--- config.mk ---
export PLATFORM = sky130hd
export DESIGN_NAME = mul_div_unit
export DESIGN_NICKNAME = d
export VERILOG_FILES = /design/src/rtl/mul_div_unit.sv
export SDC_FILE = /design/constraint.sdc
export NUM_CORES = 1
export LEC_CHECK = 0
export BUFFER_PORTS_ARGS = -buffer_cell sky130_fd_sc_hd__buf_2
export CORE_ASPECT_RATIO = 0.8
export CORE_MARGIN = 2
export CORE_UTILIZATION = 29
export CTS_CLUSTER_DIAMETER = 50
export DETAILED_ROUTE_END_ITERATION = 12
export MAX_ROUTING_LAYER = met4
export PLACE_DENSITY = 0.41
export SETUP_SLACK_MARGIN = 0.4
export SLEW_MARGIN = 20
export SYNTH_ARGS = -nofsm -noshare
export SYNTH_HDL_FRONTEND = slang
export SYNTH_SLANG_ARGS = --single-unit
--- constraint.sdc ---
create_clock -name clk -period 4.14 [get_ports clk]
set_clock_uncertainty 0.2 [all_clocks]
set_input_delay 0.828 -clock clk [delete_from_list [all_inputs] [get_ports clk]]
set_output_delay 0.828 -clock clk [all_outputs]
set_load 0.02 [all_outputs]
--- src/rtl/mul_div_unit.sv ---
// ---------------------------------------------------------------------------
// mul_div_unit
// Iterative unsigned multiply / divide unit sitting in the execute/writeback
// path. It latches two register-file operands on start, iterates one bit per
// cycle for WIDTH cycles, then drives the register-file write port for exactly
// one cycle. The core is expected to stall while busy is high.
//
// Optional feature macro: MULDIV_REM_EN
//   defined   -> op=10 (REM) is accepted and writes the remainder
//   undefined -> op=10 is treated like the reserved op=11 (ignored)
//
// Ports
//   clk          in   rising-edge clock
//   rst          in   synchronous active-high reset
//   start        in   request, sampled only in IDLE
//   op[1:0]      in   00 MUL, 01 DIV quotient, 10 REM, 11 reserved
//   src_a        in   multiplicand / dividend
//   src_b        in   multiplier / divisor
//   dest         in   destination register, captured with start
//   busy         out  high from the cycle after accept through the WB cycle
//   done         out  one-cycle pulse in the WB cycle
//   div_by_zero  out  sticky flag, cleared on every accepted start
//   reg_wr_en    out  one-cycle register-file write strobe
//   reg_wr_dest  out  write address, zero unless reg_wr_en
//   reg_wr_data  out  write data, zero unless reg_wr_en
// ---------------------------------------------------------------------------
module mul_div_unit #(
    parameter int WIDTH  = 16,
    parameter int ADDR_W = 3
) (
    input  logic              clk,
    input  logic              rst,
    input  logic              start,
    input  logic [1:0]        op,
    input  logic [WIDTH-1:0]  src_a,
    input  logic [WIDTH-1:0]  src_b,
    input  logic [ADDR_W-1:0] dest,
    output logic              busy,
    output logic              done,
    output logic              div_by_zero,
    output logic              reg_wr_en,
    output logic [ADDR_W-1:0] reg_wr_dest,
    output logic [WIDTH-1:0]  reg_wr_data
);

    localparam int CW = $clog2(WIDTH);

    localparam logic [1:0] OP_MUL = 2'b00;
    localparam logic [1:0] OP_DIV = 2'b01;
`ifdef MULDIV_REM_EN
    localparam logic [1:0] OP_REM = 2'b10;
`endif

    typedef enum logic [1:0] {IDLE, RUN, WB} state_t;

    state_t              state;
    logic [CW-1:0]       cnt;
    logic [1:0]          op_r;
    logic [ADDR_W-1:0]   dest_r;
    // a_r: dividend shifting out MSB-first while quotient bits shift in.
    // b_r: multiplier (shifted right, LSB first) or divisor (held).
    logic [WIDTH-1:0]    a_r;
    logic [WIDTH-1:0]    b_r;
    logic [2*WIDTH-1:0]  mcand;
    logic [2*WIDTH-1:0]  acc;
    // One extra bit so the trial subtract's borrow lands in the MSB.
    logic [WIDTH:0]      prem;

    logic                op_ok;
    logic [2*WIDTH-1:0]  acc_nx;
    logic [WIDTH:0]      shifted;
    logic [WIDTH:0]      diff;
    logic [WIDTH:0]      prem_nx;
    logic [WIDTH-1:0]    a_nx;

    always_comb begin
        op_ok = (op == OP_MUL) || (op == OP_DIV)
`ifdef MULDIV_REM_EN
                || (op == OP_REM)
`endif
                ;
    end

    // One iteration of each datapath; only the one matching op_r is committed.
    always_comb begin
        acc_nx  = b_r[0] ? (acc + mcand) : acc;
        shifted = {prem[WIDTH-1:0], a_r[WIDTH-1]};
        diff    = shifted - {1'b0, b_r};
        prem_nx = diff[WIDTH] ? shifted : diff;
        a_nx    = {a_r[WIDTH-2:0], ~diff[WIDTH]};
    end

    always_ff @(posedge clk) begin
        if (rst) begin
            state       <= IDLE;
            cnt         <= '0;
            op_r        <= '0;
            dest_r      <= '0;
            a_r         <= '0;
            b_r         <= '0;
            mcand       <= '0;
            acc         <= '0;
            prem        <= '0;
            busy        <= 1'b0;
            done        <= 1'b0;
            div_by_zero <= 1'b0;
            reg_wr_en   <= 1'b0;
            reg_wr_dest <= '0;
            reg_wr_data <= '0;
        end else begin
            case (state)
                IDLE: begin
                    if (start && op_ok) begin
                        op_r        <= op;
                        dest_r      <= dest;
                        a_r         <= src_a;
                        b_r         <= src_b;
                        mcand       <= {{WIDTH{1'b0}}, src_a};
                        acc         <= '0;
                        prem        <= '0;
                        cnt         <= '0;
                        busy        <= 1'b1;
                        div_by_zero <= 1'b0;
                        if (op != OP_MUL && src_b == '0) begin
                            // Divide by zero skips iteration: quotient all ones,
                            // remainder is the dividend.
                            state       <= WB;
                            div_by_zero <= 1'b1;
                            done        <= 1'b1;
                            reg_wr_en   <= 1'b1;
                            reg_wr_dest <= dest;
                            reg_wr_data <= (op == OP_DIV) ? {WIDTH{1'b1}} : src_a;
                        end else begin
                            state <= RUN;
                        end
                    end
                end
                RUN: begin
                    cnt <= cnt + 1'b1;
                    if (op_r == OP_MUL) begin
                        acc   <= acc_nx;
                        mcand <= mcand << 1;
                        b_r   <= b_r >> 1;
                    end else begin
                        prem <= prem_nx;
                        a_r  <= a_nx;
                    end
                    if (cnt == CW'(WIDTH-1)) begin
                        // Final iteration result goes straight to the write port.
                        state       <= WB;
                        done        <= 1'b1;
                        reg_wr_en   <= 1'b1;
                        reg_wr_dest <= dest_r;
                        if (op_r == OP_MUL)
                            reg_wr_data <= acc_nx[WIDTH-1:0];
                        else if (op_r == OP_DIV)
                            reg_wr_data <= a_nx;
                        else
                            reg_wr_data <= prem_nx[WIDTH-1:0];
                    end
                end
                WB: begin
                    state       <= IDLE;
                    cnt         <= '0;
                    busy        <= 1'b0;
                    done        <= 1'b0;
                    reg_wr_en   <= 1'b0;
                    reg_wr_dest <= '0;
                    reg_wr_data <= '0;
                end
                default: state <= IDLE;
            endcase
        end
    end

endmodule
## After elaboration in Yosys (flattened, before gate mapping)

Index checks and enable logic that the tools add are counted.

| cells by class | value |
|---|---|
| add/subtract/negate cells | 3 |
| equal/unequal tests | 11 |
| mux-type cells | 41 |
| bitwise operators | 1 |
| reductions and logical operators | 19 |

Operators by type and width:

| kind | number |
|---|---|
| $mux W16 | 13 |
| $mux W32 | 5 |
| $pmux W32 S2 | 2 |
| $pmux W16 S2 | 3 |
| $pmux W16 S3 | 1 |
| $add A32 B32 Y32 | 1 |
| $sub A17 B16 Y17 | 1 |
| $logic_not A16 Y1 | 1 |
| $ne A2 B2 Y1 const B | 6 |
| $pmux W4 S3 | 1 |
| $mux W3 | 3 |
| $pmux W3 S3 | 1 |
| $reduce_and A2 Y1 | 4 |
| $reduce_and A4 Y1 | 2 |
| $eq A2 B1 Y1 const B | 3 |
| $logic_not A2 Y1 | 3 |
| $mux W2 | 3 |
| $reduce_and A3 Y1 | 2 |
| $reduce_bool A2 Y1 | 3 |
| $mux W1 | 5 |
| $add A4 B1 Y4 const B | 1 |
| $eq A4 B4 Y1 const B | 1 |
| $mux W4 | 1 |
| $pmux W2 S2 | 1 |
| other kinds (7) | 8 |

| storage, ports and cells | value |
|---|---|
| bits in registers | 145 |
| input port bits | 40 |
| output and inout bits | 23 |
| word-level logic and storage cells | 90 |

## Depth between registers and ports, before layout

| logic depth | value |
|---|---|
| depth in word-level cells | 6 |
| depth in mapped cells | 12 |

## Least setup slack after synthesis

Ideal clock, no wire load.

| timing | value |
|---|---|
| kind | reg-to-reg |
| start point | reg a_r[15] |
| end point | reg reg_wr_data[0] |
| library setup time | 130 ps |
| data arrival time | 2,545 ps |
| required time | 3,810 ps |
| slack | 1,265 ps |
| stages on the path, launching flop included | 13 |
| cell sequence | dfxtp_1 -> inv_1 -> ha_1 -> fa_1 -> nor2b_4 -> o2111ai_2 -> a2111o_1 -> nand3_2 -> xnor2_4 -> buf_6 -> a211oi_2 -> a211oi_1 -> nor3_2 |

| between the ends | value |
|---|---|
| cells in the longest elaborated chain, start to end | 6 |
| elaborated cells between the ends (all ways) | 7 |
| classes of those cells | add/sub (1); mux (5); bitwise (1) |

RTL lines:

| what | RTL line | source |
|---|---|---|
| start: declaration | 62 | `logic [WIDTH-1:0] a_r;` |
| start signal: assignment | 116 | `a_r <= src_a;` |
| start signal: assignment | 146 | `a_r <= a_nx;` |
| $sub A17 B16 Y17 | 88 | `diff = shifted - {1'b0, b_r};` |
| $mux W16 or $not A1 Y1 (tied branches) | 89, 90 |  |
| $mux W16 (*) | 156 | `else if (op_r == OP_DIV)` |
| $mux W16 (*) | 154 | `if (op_r == OP_MUL)` |
| $mux W16 (*) | 148 | `if (cnt == CW'(WIDTH-1)) begin` |
| $pmux W16 S3 (*) | 111 | `case (state)` |
| end signal: assignment | 155 | `reg_wr_data <= acc_nx[WIDTH-1:0];` |
| end signal: assignment | 157 | `reg_wr_data <= a_nx;` |
| end signal: assignment | 159 | `reg_wr_data <= prem_nx[WIDTH-1:0];` |
| end: declaration | 43 | `output logic [WIDTH-1:0] reg_wr_data` |

Every way passes the cells marked *; elsewhere a longest branch is shown, timed or not. The select of a mux whose other input is x is not followed.
A chain may end at the register's enable or synchronous reset.

## Final worst setup path

| timing | value |
|---|---|
| start point | reg a_r[15] |
| end point | reg reg_wr_data[2] |

| between the ends | value |
|---|---|
| cells in the longest elaborated chain, start to end | 6 |

RTL lines:

| what | RTL line | source |
|---|---|---|
| $sub A17 B16 Y17 | 88 |  |
| $mux W16 | 89 | `prem_nx = diff[WIDTH] ? shifted : diff;` |
| $mux W16 | 156 |  |
| $mux W16 | 154 |  |
| $mux W16 | 148 |  |
| $pmux W16 S3 | 111 |  |

No other way between the ends. The select of a mux whose other input is x is not followed.

==> impl_metrics.json <==
{
  "synthArstFlopShare_pct": 0,
  "nets": 995,
  "clock-sinks": 113,
  "cts-buffers-inserted": 17,
  "rsz0062_at_grt": "no",
  "yosys_register_bits": 113,
  "p_leak_nw": 3.320,
  "syn_to_final_growth_pct": 17.97,
  "cp.depth": 11,
  "dr.pass1.iters": 4,
  "hold_viol": 0,
  "worstSetupEndpointType": "register",
  "cts_tree": "done",
  "cp.arrival_ns": 3.50,
  "start_util_pct": 29.66,
  "cp-start-kind": "register",
  "synth_edf_count": 0,
  "root_buffer": "clkbuf_16",
  "hp-class": "register to register",
  "post_cts_buffers": 0,
  "cts.repair.resized": 0,
  "yosysTopAreaCell": "dfxtp_1",
  "drt_wl_total_mm": 22.99,
  "fin_ws_ns": 0.7964,
  "dp_hpwl_mm": 17.25,
  "cts_max_level": 4,
  "worst_path_largest_cell_delay_ns": 0.44,
  "maxSlewViolCount": 0,
  "rows": 50,
  "syn_nets": 956,
  "critPathKind": "register to register",
  "max-cap-violations": 0,
  "synth_area_leaders": "dfxtp_1, nor2_1, ha_1",
  "r2r_cells": 11,
  "cts.clk_slew.worst_paths_ns": 0.06,
  "multi_input_area_mm2": 0.004364,
  "ir_worst_vdd_mv": 0.3894,
  "setup_violations": 0,
  "placement.io_buffers": 62,
  "slowest_stage": "fa_1",
  "fp.coreArea_mm2": 0.02352,
  "ios": 63,
  "syn_inst": 878,
  "grt.total_usage_pct": 19.27,
  "clockBufferDepth": 2,
  "final_cell_mix": "nor2_1, dfxtp_1, buf_2",
  "cp_top_family": "compound AO/OA/AOI/OAI gates",
  "worst-path-max-fanout": 27,
  "yosys_warnings": 0,
  "tns_ns": 0,
  "worstHoldPathCells": 2,
  "grt_pass1_vias": 6172,
  "place_ws_ns": 0.7448,
  "fill_cells": 2535,
  "min_period_ns": 3.344,
  "synth_top_area_share_pct": 32.42,
  "total_power_mw": 6.529,
  "regArea_mm2": 0.002262,
  "crit_chain": "inv_1 > ha_1 > fa_1 > nor2b_4 > o2111ai_2 > a2111o_1 > nand3_2 > xnor2_4 > mux2i_1 > o221a_2 > a211oi_2",
  "die_w_um": 177.4,
  "wire_per_inst_um": 18.51,
  "syn_avg_cell_area_um2": 7.948,
  "relSlewSlack_pct": 38.40,
  "drive_gt1_share_pct": 14.41,
  "syn_area_mm2": 0.006978,
  "grt_start_max_net_pins": 71,
  "synthDistinctLibCells": 62,
  "finalWeightedCongestion": 0.7852,
  "fmax_ghz": 0.2991,
  "detail-route-antenna-nets": 0,
  "cp.required_ns": 4.29,
  "final_common_cell": "nor2_1",
  "fin_crit_sh_pct": 80.76,
  "drt-initial-drc-count": 441,
  "clk-insertion-delay-late_ns": 0.43,
  "grt-ovfl-total": 0,
  "ys.flop_type": "dfxtp_1",
  "ctsHoldBuffers": 0,
  "seq_area_frac_synth_pct": 32.42,
  "powerDensity_mw_per_mm2": 793.1,
  "vias": 6360,
  "antenna_found_initial": 0,
  "worst_pin_slew_ns": 0.9240,
  "diodes": 0,
  "outcome": "completed",
  "die_height_um": 142.7,
  "grt_pass1_wl_mm": 35.73,
  "vias_per_cell": 5.121,
  "drc": 0,
  "dieArea_mm2": 0.02533,
  "worst-path-buf-inv": 1
}
[state kept, by name, indices dropped and copies added, names as in the netlist]
signal,flops
a_r,16
state,2
b_r,16
prem,16
acc,16
op_r,2
dest_r,3
reg_wr_en,1
busy,1
div_by_zero,1
mcand,16
reg_wr_dest,3
cnt,4
reg_wr_data,16
[per-stage QoR]
step                      hold slack, ns  util [%]  instance area [um2]  cells
final                             0.2803     34.99                 8232   1242
after global routing              0.3144     34.99                 8232   1242
after CTS                         0.2824     34.99                 8232   1242
after detailed placement          0.2744     32.28                 7592   1210
after global placement            0.2667     32.28                 7592   1210
after floorplan                   0.2441         -                 6978    878
[synthesized netlist by cell type, drive strengths merged, types with 5 or more instances]
master and n:
xor2 11, buf 14, o211ai 8, nor4 5
clkbuf 47, a21oi 49, xnor2 16, nand2b 8
mux2 7, a311oi 7, a211oi 57, o21ai 55
nor3 35, nor2b 22, mux2i 38, a21o 8
nand3 19, ha 36, a31oi 10, dfxtp 113
a22oi 17, o21a 9, o21bai 10, nand2 56
nor2 135, inv 32
[worst min-delay path: stages (launching register included)]
cell	delay, ns
dfxtp_1	0.33
nand2_1	0.06
a21oi_1	0.05
[area by class of cell]
cell class / count / area share [%]
multi-input cells: 672 / 53.02
flip-flops and latches: 113 / 27.48
clock buffers: 22 / 5.882
repair buffers: 81 / 5.533
well taps: 312 / 4.742
clock inverters: 10 / 1.885
inverters: 32 / 1.459
[power breakdown]
part	internal (mW)	total [mW]	leakage [nW]	switching [mW]
combinational	1.18	3.23	2.08	2.05
sequential	1.42	1.68	0.924	0.266
clock	1.07	1.61	0.312	0.546
[logic make-up after synthesis]
group	count (synthesis)	share of synthesized area, %
flip-flops	113	32.42
adder cells (fa/ha/maj)	38	7.029
buffers and inverters	93	5.308
AO/OA/AOI/OAI	261	25.32
XOR/XNOR	27	3.658
multiplexers	45	6.581
AND/OR/NAND/NOR	301	19.69
[final timing paths]
path            from        endpoint  slack [ns]
max          a_r[15]  reg_wr_data[2]        0.80
min           acc[7]          acc[7]        0.28
max reg2reg  a_r[15]  reg_wr_data[2]        0.80
min reg2reg   acc[7]          acc[7]        0.28
[per-layer routing]
metal	vias up	GRT usage [%]	share of wire, %
li1	3252	-	-
met1	2971	28.16	54
met2	121	26.78	41
met3	16	3.514	3.8
met4	0	5.306	1.0
met5	-	-	0
(Power assumes the default switching activity.)
